==> src/rtl/fixed_point_pkg.sv <==
// ============================================================================
// Module   : fixed_point_pkg
// Brief    : Shared Q8.8 format constants and accumulator state encoding.
// Revision : 1.0
// ============================================================================
`default_nettype none

package fixed_point_pkg;

  localparam int DATA_W    = 16;
  localparam int FRAC_BITS = 8;

  localparam logic [DATA_W-1:0] SAT_MAX = 16'h7FFF;
  localparam logic [DATA_W-1:0] SAT_MIN = 16'h8000;

  typedef enum logic [1:0] {
    IDLE  = 2'd0,
    ACCUM = 2'd1,
    DONE  = 2'd2
  } state_t;

endpackage

`default_nettype wire

==> src/rtl/fixed_point_sat_adder.sv <==
// ============================================================================
// Module   : fixed_point_sat_adder
// Brief    : Combinational two's-complement adder clamping to the W-bit range.
// Revision : 1.0
// ============================================================================
`default_nettype none

module fixed_point_sat_adder #(
  parameter int W = 16
) (
  input  logic [W-1:0] a,
  input  logic [W-1:0] b,
  output logic [W-1:0] sum,
  output logic         sat_event
);

  localparam logic [W-1:0] MAX_VAL = {1'b0, {(W-1){1'b1}}};
  localparam logic [W-1:0] MIN_VAL = {1'b1, {(W-1){1'b0}}};

  logic [W:0] full_sum;

  assign full_sum = {a[W-1], a} + {b[W-1], b};

  // The two top bits of the W+1 result disagree exactly when the sum left range.
  always_comb begin
    sat_event = full_sum[W] ^ full_sum[W-1];
    if (!sat_event) begin
      sum = full_sum[W-1:0];
    end else if (full_sum[W]) begin
      sum = MIN_VAL;
    end else begin
      sum = MAX_VAL;
    end
  end

endmodule

`default_nettype wire

==> src/rtl/fixed_point_accumulator.sv <==
// ============================================================================
// Module   : fixed_point_accumulator
// Brief    : Sums a burst of multiplier products into one saturated result.
//            Define ACC_GUARD_EN to widen the accumulator by GUARD_BITS and
//            saturate only once at the end of the burst.
// Revision : 1.0
// ============================================================================
`default_nettype none

module fixed_point_accumulator
  import fixed_point_pkg::*;
#(
  parameter int DATA_W     = fixed_point_pkg::DATA_W,
  parameter int CNT_W      = 8,
  parameter int GUARD_BITS = 4
) (
  input  logic              clk,
  input  logic              rst,
  input  logic              clear,
  input  logic              in_valid,
  output logic              in_ready,
  input  logic [DATA_W-1:0] in_product,
  input  logic              in_mult_ovf,
  input  logic              in_last,
  output logic              out_valid,
  input  logic              out_ready,
  output logic [DATA_W-1:0] out_sum,
  output logic              out_ovf,
  output logic [CNT_W-1:0]  out_count
);

`ifdef ACC_GUARD_EN
  localparam bit GUARD_EN = 1'b1;
`else
  localparam bit GUARD_EN = 1'b0;
`endif
  localparam int ACC_W = DATA_W + (GUARD_EN ? GUARD_BITS : 0);

  state_t             state_q, state_d;
  logic [ACC_W-1:0]   acc_q, acc_d;
  logic [DATA_W-1:0]  sum_q, sum_d;
  logic               ovf_q, ovf_d;
  logic [CNT_W-1:0]   count_q, count_d;

  logic               accept;
  logic               cnt_full;
  logic [ACC_W-1:0]   first_acc;
  logic [ACC_W-1:0]   add_acc;
  logic               add_evt;
  logic [DATA_W-1:0]  add_final;
  logic               final_evt;

`ifdef ACC_GUARD_EN
  localparam logic [DATA_W-1:0] MAX_VAL = {1'b0, {(DATA_W-1){1'b1}}};
  localparam logic [DATA_W-1:0] MIN_VAL = {1'b1, {(DATA_W-1){1'b0}}};

  logic [ACC_W-1:0] prod_ext;
  logic [ACC_W:0]   raw_sum;
  logic             in_range;

  // Wide adds wrap freely; only a wrap of the guarded register itself is flagged.
  assign prod_ext  = {{GUARD_BITS{in_product[DATA_W-1]}}, in_product};
  assign raw_sum   = {acc_q[ACC_W-1], acc_q} + {prod_ext[ACC_W-1], prod_ext};
  assign add_acc   = raw_sum[ACC_W-1:0];
  assign add_evt   = raw_sum[ACC_W] ^ raw_sum[ACC_W-1];
  assign in_range  = (&add_acc[ACC_W-1:DATA_W-1]) | ~(|add_acc[ACC_W-1:DATA_W-1]);
  assign add_final = in_range ? add_acc[DATA_W-1:0]
                              : (add_acc[ACC_W-1] ? MIN_VAL : MAX_VAL);
  assign final_evt = ~in_range;
  assign first_acc = prod_ext;
`else
  fixed_point_sat_adder #(
    .W (DATA_W)
  ) u_sat_adder (
    .a         (acc_q),
    .b         (in_product),
    .sum       (add_acc),
    .sat_event (add_evt)
  );

  assign add_final = add_acc;
  assign final_evt = 1'b0;
  assign first_acc = in_product;
`endif

  assign accept   = in_valid & in_ready;
  assign cnt_full = &count_q;

  always_ff @(posedge clk or posedge rst) begin
    if (rst) begin
      state_q <= IDLE;
      acc_q   <= '0;
      sum_q   <= '0;
      ovf_q   <= 1'b0;
      count_q <= '0;
    end else begin
      state_q <= state_d;
      acc_q   <= acc_d;
      sum_q   <= sum_d;
      ovf_q   <= ovf_d;
      count_q <= count_d;
    end
  end

  always_comb begin
    state_d = state_q;
    acc_d   = acc_q;
    sum_d   = sum_q;
    ovf_d   = ovf_q;
    count_d = count_q;
    case (state_q)
      IDLE: begin
        if (clear) begin
          acc_d   = '0;
          sum_d   = '0;
          ovf_d   = 1'b0;
          count_d = '0;
        end else if (accept) begin
          acc_d   = first_acc;
          ovf_d   = in_mult_ovf;
          count_d = CNT_W'(1);
          if (in_last) begin
            sum_d   = in_product;
            state_d = DONE;
          end else begin
            state_d = ACCUM;
          end
        end
      end
      ACCUM: begin
        if (clear) begin
          acc_d   = '0;
          sum_d   = '0;
          ovf_d   = 1'b0;
          count_d = '0;
          state_d = IDLE;
        end else if (accept) begin
          acc_d = add_acc;
          ovf_d = ovf_q | in_mult_ovf | add_evt | cnt_full;
          if (!cnt_full) begin
            count_d = count_q + 1'b1;
          end
          if (in_last) begin
            sum_d   = add_final;
            ovf_d   = ovf_q | in_mult_ovf | add_evt | cnt_full | final_evt;
            state_d = DONE;
          end
        end
      end
      DONE: begin
        if (out_ready) begin
          acc_d   = '0;
          sum_d   = '0;
          ovf_d   = 1'b0;
          count_d = '0;
          state_d = IDLE;
        end
      end
      default: begin
        state_d = IDLE;
      end
    endcase
  end

  always_comb begin
    in_ready  = ~rst & (state_q != DONE) & ~clear;
    out_valid = (state_q == DONE);
    out_sum   = sum_q;
    out_ovf   = ovf_q;
    out_count = count_q;
  end

endmodule

`default_nettype wire

==> config.mk <==
export PLATFORM = sky130hd
export DESIGN_NAME = fixed_point_accumulator
export DESIGN_NICKNAME = d
export VERILOG_FILES = /design/src/rtl/fixed_point_pkg.sv /design/src/rtl/fixed_point_sat_adder.sv /design/src/rtl/fixed_point_accumulator.sv
export SDC_FILE = /design/constraint.sdc
export NUM_CORES = 1
export LEC_CHECK = 0
export ABC_AREA = 0
export CORE_MARGIN = 2
export CORE_UTILIZATION = 25
export CTS_CLUSTER_SIZE = 10
export DETAILED_ROUTE_END_ITERATION = 6
export GPL_TIMING_DRIVEN = 0
export PLACE_DENSITY = 0.5
export RECOVER_POWER = 100
export SLEW_MARGIN = 40
export SYNTH_ARGS = -nofsm -noshare
export SYNTH_HDL_FRONTEND = slang
export SYNTH_SLANG_ARGS = --single-unit
==> constraint.sdc <==
create_clock -name clk -period 3.5 [get_ports clk]
set_input_delay 1.05 -clock clk [delete_from_list [all_inputs] [get_ports clk]]
set_output_delay 1.05 -clock clk [all_outputs]
set_load 0.03 [all_outputs]
# Word-level counts from Yosys, hierarchy flattened
# Cells that the tools add are included.
# word_totals
latchBits,0
rom_bits,0
in_bits,23
word_cells,70
register_bits,43
ramBits,0
mem_count,0
# op_classes
n_reduce_logical,7
div_mod_pow,0
eq_ne,11
n_mul,0
n_mux,36
n_shift,0
bitwise_logic,9
order_cmp,0
add_sub_neg,2
# op_table
op,n
16-bit two-way mux,13
16-bit case mux with 3 select lines,2
8-bit two-way mux,6
8-bit case mux with 3 select lines,1
16-bit by 16-bit adder with 17-bit output,1
3-bit inequality test (second input constant),5
2-bit two-way mux,7
5-bit AND reduction,2
8-bit by 1-bit adder with 8-bit output (second input constant),1
8-bit AND reduction,1
2-bit inequality test (second input constant),3
2-bit case mux with 3 select lines,1
6-bit AND reduction,1
1-bit two-way mux,5
4-bit AND reduction,1
1-bit bitwise AND,3
1-bit OR,3
1-bit case mux with 3 select lines,1
3-bit nonzero test,1
2-bit by 1-bit equality test with 1-bit output (second input constant),1
2-bit equality test (second input constant),1
2-bit zero test,1
2-bit by 1-bit inequality test with 1-bit output (second input constant),1
1-bit NOT,2
1-bit XOR,1

# Longest topological paths before layout
# Gate-level depths: netlist (run 1).
# depth
word_depth,7
depth_mapped,11

# By module
# A second synthesis (run 1) with hierarchy kept.
# hier_totals
hier_cells,298
hier_area_um2,3255.6
# modules_own_cells
mod,cells_per_inst,area_each_um2,n_inst
fixed_point_accumulator,172,2214.6,1
fixed_point_sat_adder,126,1041.0,1

# Worst setup path before layout (run 1)
# No wires, ideal clock.
# synth_timing
path_kind,in2reg
from,input rst
to,register sum_q[11] (netlist: out_sum[11])
path_stages,8
slack_ns,0.102
t_arrival_ns,3.311
cell_sequence,inv_1 -> a21oi_1 -> a2bb2oi_1 -> nor2_1 -> o21a_1 -> clkbuf_1 -> nand3_1 -> o211ai_1
# synth_via
elab_chain_cells,6
word_cells_on_any_way,7
cone_classes,eq/ne (2); bitwise (4); reduce/logical (1)
# synth_rtl
element,line,rtl
start: declaration,fixed_point_accumulator.sv:18,"input logic rst,"
1-bit NOT *,fixed_point_accumulator.sv:166,in_ready = ~rst & (state_q != DONE) & ~clear;
1-bit bitwise AND * (2 in series),fixed_point_accumulator.sv:166,
1-bit bitwise AND *,fixed_point_accumulator.sv:86,assign accept = in_valid & in_ready;
3-bit inequality test (no source line),n/a,
6-bit AND reduction (no source line) *,n/a,
end signal: assignment,fixed_point_accumulator.sv:99,sum_q <= sum_d;
end: declaration,fixed_point_accumulator.sv:41,"logic [DATA_W-1:0] sum_q, sum_d;"
# Every way passes the cells marked *; elsewhere a longest branch is shown, timed or not.
# A chain may end at the register's enable or synchronous reset.

# Worst setup path in the final report (run 1)
# layout_timing
from,input in_product[13]
to,register acc_q[13]
# layout_via
elab_chain_cells,6
word_cells_on_any_way,9
cone_classes,add/sub (1); mux (7); bitwise (1)
# layout_rtl
element,line,rtl
start: declaration,fixed_point_accumulator.sv:22,"input logic [DATA_W-1:0] in_product,"
16-bit by 16-bit adder with 17-bit output,fixed_point_sat_adder.sv:22,"assign full_sum = {a[W-1], a} + {b[W-1], b};"
16-bit two-way mux / 1-bit XOR (equally long branches),"fixed_point_sat_adder.sv:29, fixed_point_sat_adder.sv:26",
16-bit two-way mux,fixed_point_sat_adder.sv:27,if (!sat_event) begin
16-bit two-way mux,fixed_point_accumulator.sv:137,end else if (accept) begin
16-bit two-way mux,fixed_point_accumulator.sv:131,if (clear) begin
16-bit case mux with 3 select lines *,fixed_point_accumulator.sv:111,case (state_q)
end signal: assignment,fixed_point_accumulator.sv:92,acc_q <= '0;
end signal: assignment,fixed_point_accumulator.sv:98,acc_q <= acc_d;
end: declaration,fixed_point_accumulator.sv:40,"logic [ACC_W-1:0] acc_q, acc_d;"
# Every way passes the cells marked *; elsewhere a longest branch is shown, timed or not. The select of a mux whose other input is x is not followed.

==> results of run 1 <==
## cell families (layout without fill, tap and decap cells)
| kind of cell | count (synthesis) | count (layout) | synth area share |
|---|---|---|---|
| AND/OR/NAND/NOR | 119 | 119 | 0.1807 |
| flip-flops | 43 | 43 | 0.3708 |
| XOR/XNOR | 10 | 10 | 0.03019 |
| adder cells (fa/ha/maj) | 22 | 22 | 0.09746 |
| buffers and inverters | 23 | 91 | 0.03148 |
| AO/OA/AOI/OAI | 128 | 128 | 0.2894 |
## layout make-up
class	count	area share
Multi-Input combinational cell	279	0.4726
Sequential cell	43	0.2690
Timing Repair Buffer	60	0.1433
Tap cell	143	0.04473
Clock buffer	6	0.03472
Buffer	11	0.01501
Inverter	12	0.01189
Clock inverter	2	0.008758
## Yosys cell counts, types with 2 or more instances
master | instances | area share
and3_1 | 2 | 0.0043
o221ai_1 | 2 | 0.0060
xor2_1 | 3 | 0.0091
and2_1 | 5 | 0.011
a21oi_1 | 19 | 0.033
a21boi_0 | 3 | 0.0078
nor2b_1 | 3 | 0.0065
a211oi_2 | 2 | 0.0086
nor2_1 | 45 | 0.058
nand3_1 | 12 | 0.021
o211ai_1 | 4 | 0.010
dfrtp_1 | 43 | 0.37
o21a_1 | 5 | 0.013
nand2_1 | 34 | 0.044
or2_2 | 4 | 0.0086
inv_1 | 12 | 0.016
nand2b_1 | 4 | 0.0086
o31ai_1 | 4 | 0.010
a31oi_1 | 29 | 0.063
xnor2_1 | 7 | 0.021
clkbuf_1 | 9 | 0.012
or3_1 | 3 | 0.0065
a211oi_1 | 5 | 0.013
nor3_1 | 6 | 0.010
ha_1 | 21 | 0.091
a22oi_1 | 2 | 0.0052
o31a_1 | 2 | 0.0060
o21ai_0 | 36 | 0.062
## sequential cells by signal (all words and copies together) (netlist names)
signal	count
out_sum	16
state_q	2
acc_q	16
out_ovf	1
out_count	8
## through the flow
stage	instance area (um2)	util	power [uW]	TNS (ps)	instances
3_5_place_dp	3593	0.3161	3285	-24490	538
3_3_place_gp	3571	0.3141	3253	-48180	537
5_1_grt	4000	0.3518	4431	-416.7	556
4_1_cts	3844	0.3381	3960	0	552
2_1_floorplan	2902	-	2517	0	345
6_report	4000	0.3518	4088	0	556
## critical path, delay by kind of cell
kind	cells	cell delay (ps)
AOI/OAI and AO/OA	5	840
buffers and inverters	3	800
and+or+nand+nor	2	420
adders and majority gates	1	400
## timing repair
action | CTS | global route
resized for setup | 18 | 43
setup buffers | 6 | 4
pin swaps | 6 | 10
endpoints found under the setup margin | 32 | 32
## power by group
| part | total [uW] | internal, uW | switching (uW) |
|---|---|---|---|
| combinational | 2680 | 1030 | 1650 |
| sequential | 853 | 723 | 131 |
| clock | 550 | 355 | 195 |
## layer usage
metal  track usage  vias to the layer above  share of wire
met4       0.03374                        0          0.016
met2        0.2388                       62           0.47
li1              -                     1407              -
met5             0                        -              0
met3       0.02232                       12          0.034
met1        0.1860                     1370           0.48
## final timing paths
| check | slack, ps | endpoint | start |
|---|---|---|---|
| max in group asynchronous | 570 | acc_q[3]$_DFFE_PP0P_ | rst |
| min in group asynchronous | 1200 | state_q[0]$_DFFE_PP0P_ | rst |
| hold / removal | 500 | out_count[7]$_DFFE_PP0P_ | out_count[7]$_DFFE_PP0P_ |
| setup reg to reg | 860 | acc_q[13]$_DFFE_PP0P_ | acc_q[1]$_DFFE_PP0P_ |
| setup / recovery | 110 | acc_q[13]$_DFFE_PP0P_ | in_product[13] |
| hold reg to reg | 500 | out_count[7]$_DFFE_PP0P_ | out_count[7]$_DFFE_PP0P_ |
==> summary.txt, run 1 <==
Floorplanning
  – Die Width: between 100 and 150 um
  – Die area: roughly 12000 um2
  – Die Ht: 111.7 um
  – Effective utilization at floorplan: 0.2552
  – Io pins: 50
  – Rows: 39
  – Core area: ~11000 um2

Finish
  – Multi-input gate area: between 1500 and 2000 um2
  – Fillers: ~1200
  – Fraction of layout cells with a size suffix above 1: 0.1453
  – Area growth, synth to finish: 37.86%
  – Diode count: 0
  – Most frequent cells in the layout: nor2_1, dfrtp_1, nand2_1
  – Register area: about 1100 um2
  – Layout Nets: ~460

Global routing
  – Initial antenna violation count: 0
  – Vias in the first global route: approximately 2800
  – Total global-route track usage: 0.1399
  – First-pass GRT wire length: about 14000 um
  – Remaining Overflow, GRT: 0
  – Pin count of the biggest net entering global routing: 28

STA
  – Tmin final: 3387 ps
  – Final setup skew: approximately 5.3 ps
  – Final Hold Viols: 0
  – Worst setup margin: 113.0 ps
  – Max Slew Vio Count: 28
  – Worst hold slack: around 500 ps
  – F_max: just under 300 MHz
  – Max-slew headroom: -0.04930
  – Slew @ Worst Pin: 1574 ps
  – Tcrit/Tclk final: 0.9677
  – Final setup viols: 0

Placed design
  – Post-DP HPWL: 6388 um
  – I/O Buffers: 49
  – Dpl ws: -863.8 ps
  – Gpl congestion: approximately 0.86

Routing
  – Via count: about 2900
  – TritonRoute pass-1 iters: 4
  – Vias/cell: a little over 5
  – Routed Antenna Nets: 0
  – # DRC: 0
  – Routed WL: roughly 8700 um
  – WL per Instance: ~16 um
  – Initial DRC Count: about 180

Synthesis
  – Post-synth EDFFs: 0
  – Netlist cell types: between 40 and 50
  – Async SR Flop Fraction: 1.000
  – Cell area after synthesis: between 2000 and 3000 um2
  – Post-Syn Nets: 390
  – Yosys warnings: 0
  – Post-synthesis area per instance: 8.410 um2
  – Number of synthesized register bits: 43
  – Sequential share of the synthesized area: 0.3708
  – Synth Instances: approximately 350
  – Top FF cell, synth: dfrtp_1

Clock network
  – H-tree depth: 2
  – Clock root buffer: clkbuf_16
  – Maximum clock insertion buffer count: 2
  – Clock tree from TritonCTS: built
  – Clock transition at path regs: approximately 70 ps
  – Worst skew pair latency: approximately 280 ps
  – Hold_buf cts: 0
  – CTS Buf Count: 5
  – Clock Sink Count: 43

Critical path
  – Slowest stage cell, crit path: clkdlybuf4s50_1
  – Register-to-Register Path Depth: 11
  – Element type at the critical path end: register
  – Worst Path Required: roughly 3600 ps
  – Largest fanout on the critical path: 6
  – Worst-path cell chain: clkdlybuf4s50_1 > ha_1 > and2_1 > and3_1 > a2111oi_2 > o31a_2 > a211oi_2 > buf_4 > buf_4 > o21ai_1 > a31oi_1
  – Crit-path most repeated cell: buf_4
  – Setup CP Type: in2reg
  – Critical Path AT: between 3000 and 4000 ps
  – Startpoint Class: primary input
  – Crit path largest cell delay: roughly 470 ps

Min path
  – Hold Crit Class: reg2reg
  – Hold Path Cell Cnt: 1

Job
  – # Max-Cap Violations: 1

Power
  – VDD IR max: about 330 uV
  – Power Density: around 1000 nW/um2
  – Leak: about 0.0016 uW

Outcome
  – Violated checks: capacitance limit, slew limit
  – Outcome: finished with violations
Power figures use the tool's default switching activity.
==> inputs of run 2 (changes only) <==
Settings changed: HOLD_SLACK_MARGIN set to 0.08, SKIP_LAST_GASP set to 1.
==> summary.txt, run 2 (same netlist as run 1, synthesis figures left out) <==
Global routing
  – Remaining Overflow, GRT: 0
  – Initial antenna violation count: 0
  – Pin count of the biggest net entering global routing: 28
  – Total global-route track usage: 0.1398
  – Vias in the first global route: roughly 2800
  – First-pass GRT wire length: 14190 um

Critical path
  – Crit-path most repeated cell: buf_4
  – Critical Path AT: around 3500 ps
  – Worst Path Required: roughly 3600 ps
  – Crit path buffers/inverters: 3
  – Element type at the critical path end: register
  – Cell family with most CP delay: compound AO/OA/AOI/OAI gates
  – Worst-path cell chain: clkdlybuf4s50_1 > ha_1 > and2_1 > and3_1 > a2111oi_2 > o31a_2 > a211oi_2 > buf_4 > buf_4 > o21ai_1 > a31oi_1
  – Setup CP Type: in2reg
  – Largest fanout on the critical path: 6
  – Startpoint Class: primary input
  – Critical Path Stages: 11
  – Crit path largest cell delay: 470 ps
  – Register-to-Register Path Depth: 11
  – Slowest stage cell, crit path: clkdlybuf4s50_1

STA
  – Max Slew Vio Count: 28
  – F_max: around 300 MHz
  – Slew @ Worst Pin: 1577 ps
  – Worst setup margin: about 120 ps
  – Tcrit/Tclk final: 0.9663
  – Tmin final: between 3000 and 4000 ps
  – Final Hold Viols: 0
  – Final setup skew: 5.344 ps
  – Setup_tns: 0 ps
  – Max-slew headroom: -0.05118
  – Final setup viols: 0

Placed design
  – I/O Buffers: between 40 and 50
  – Post-DP HPWL: around 6400 um
  – Gpl congestion: about 0.86
  – Placed cells: between 500 and 600
  – Dpl ws: -863.8 ps

Floorplanning
  – Die area: between 10000 and 15000 um2
  – Die Ht: approximately 110 um
  – Core area: between 10000 and 15000 um2
  – Io pins: 50
  – Die Width: approximately 110 um
  – Rows: 39
  – Effective utilization at floorplan: 0.2552

Clock network
  – CTS Buf Count: 5
  – Clock root buffer: clkbuf_16
  – H-tree depth: 2
  – Hold_buf cts: 0
  – Clock tree from TritonCTS: built
  – Worst skew pair latency: between 200 and 300 ps
  – Clock transition at path regs: ~60 ps
  – Maximum clock insertion buffer count: 2
  – Clock Sink Count: 43

Finish
  – Fillers: approximately 1200
  – Most frequent cells in the layout: nor2_1, dfrtp_1, nand2_1
  – Fraction of layout cells with a size suffix above 1: 0.1453
  – Layout Nets: ~460
  – Area growth, synth to finish: 37.95%
  – Diode count: 0
  – Fin cells: ~560

Routing
  – WL per Instance: ~16 um
  – Initial DRC Count: 181
  – Routed Antenna Nets: 0
  – TritonRoute pass-1 iters: 6
  – Vias/cell: 5.122
  – Via count: 2848
  – Routed WL: 8668 um
  – # DRC: 0

Min path
  – Hold Crit Class: reg2reg
  – Hold Path Cell Cnt: 1

Outcome
  – Violated checks: capacitance limit, slew limit
  – Outcome: finished with violations

Power
  – VDD IR max: between 300 and 400 uV
  – Power Density: between 1000 and 1500 nW/um2
  – Leak: about 0.0016 uW

Job
  – # Max-Cap Violations: 1
[run 2: worst paths after layout]
| kind | from | endpoint | slack (ps) |
|---|---|---|---|
| max in group asynchronous | rst | acc_q[3]$_DFFE_PP0P_ | 560 |
| max | in_product[13] | acc_q[13]$_DFFE_PP0P_ | 120 |
| min reg2reg | out_count[7]$_DFFE_PP0P_ | out_count[7]$_DFFE_PP0P_ | 500 |
| max reg2reg | acc_q[1]$_DFFE_PP0P_ | acc_q[13]$_DFFE_PP0P_ | 860 |
| min | out_count[7]$_DFFE_PP0P_ | out_count[7]$_DFFE_PP0P_ | 500 |
| min in group asynchronous | rst | state_q[0]$_DFFE_PP0P_ | 1200 |
[run 2: per-stage QoR]
| step | hold WS, ps | utilization | area, um2 | total power, uW |
|---|---|---|---|---|
| after floorplan | 522.6 | - | 2902 | 2517 |
| after global placement | 512.5 | 0.3141 | 3571 | 3253 |
| after detailed placement | 504.8 | 0.3161 | 3593 | 3285 |
| after CTS | 515.9 | 0.3377 | 3840 | 3953 |
| after global routing | 526.7 | 0.3520 | 4003 | 4431 |
| final | 503.7 | 0.3520 | 4003 | 4086 |
[run 2: where the power goes]
part	total [uW]	switching, uW	internal (uW)	leakage [uW]
registers	854	131	723	0.000541
clock network	550	195	355	0.0000868
logic	2680	1650	1030	0.00102
[run 2: layout make-up]
cell class              instances  area (um2)  area share
multi-input cells             279        1893      0.4730
clock inverters                 2       35.03    0.008753
repair buffers                 60       573.1      0.1432
plain buffers                  11       60.06     0.01500
clock buffers                   6       138.9     0.03470
inverters                      12       47.55     0.01188
well taps                     143       178.9     0.04470
flip-flops and latches         43        1076      0.2688
[run 2: per-layer routing]
layer	vias to the layer above	routed length, um	global-route usage
met5	-	0	0
met4	0	142	0.03374
met3	12	305	0.02232
met2	64	4042	0.2384
met1	1366	4177	0.1860
li1	1406	-	-
[run 2: repair_timing]
item	in CTS	in global routing
setup endpoints to repair	32	32
gates resized for setup	17	43
pin swaps	6	10
setup buffers	6	4
[run 2: worst reg2reg max path: cells and delay by family (launching register included)]
kind	cells	cell delay, ps
DFF	1	430
AOI/OAI and AO/OA	7	1270
buffers and inverters	3	510
adders and majority gates	1	270
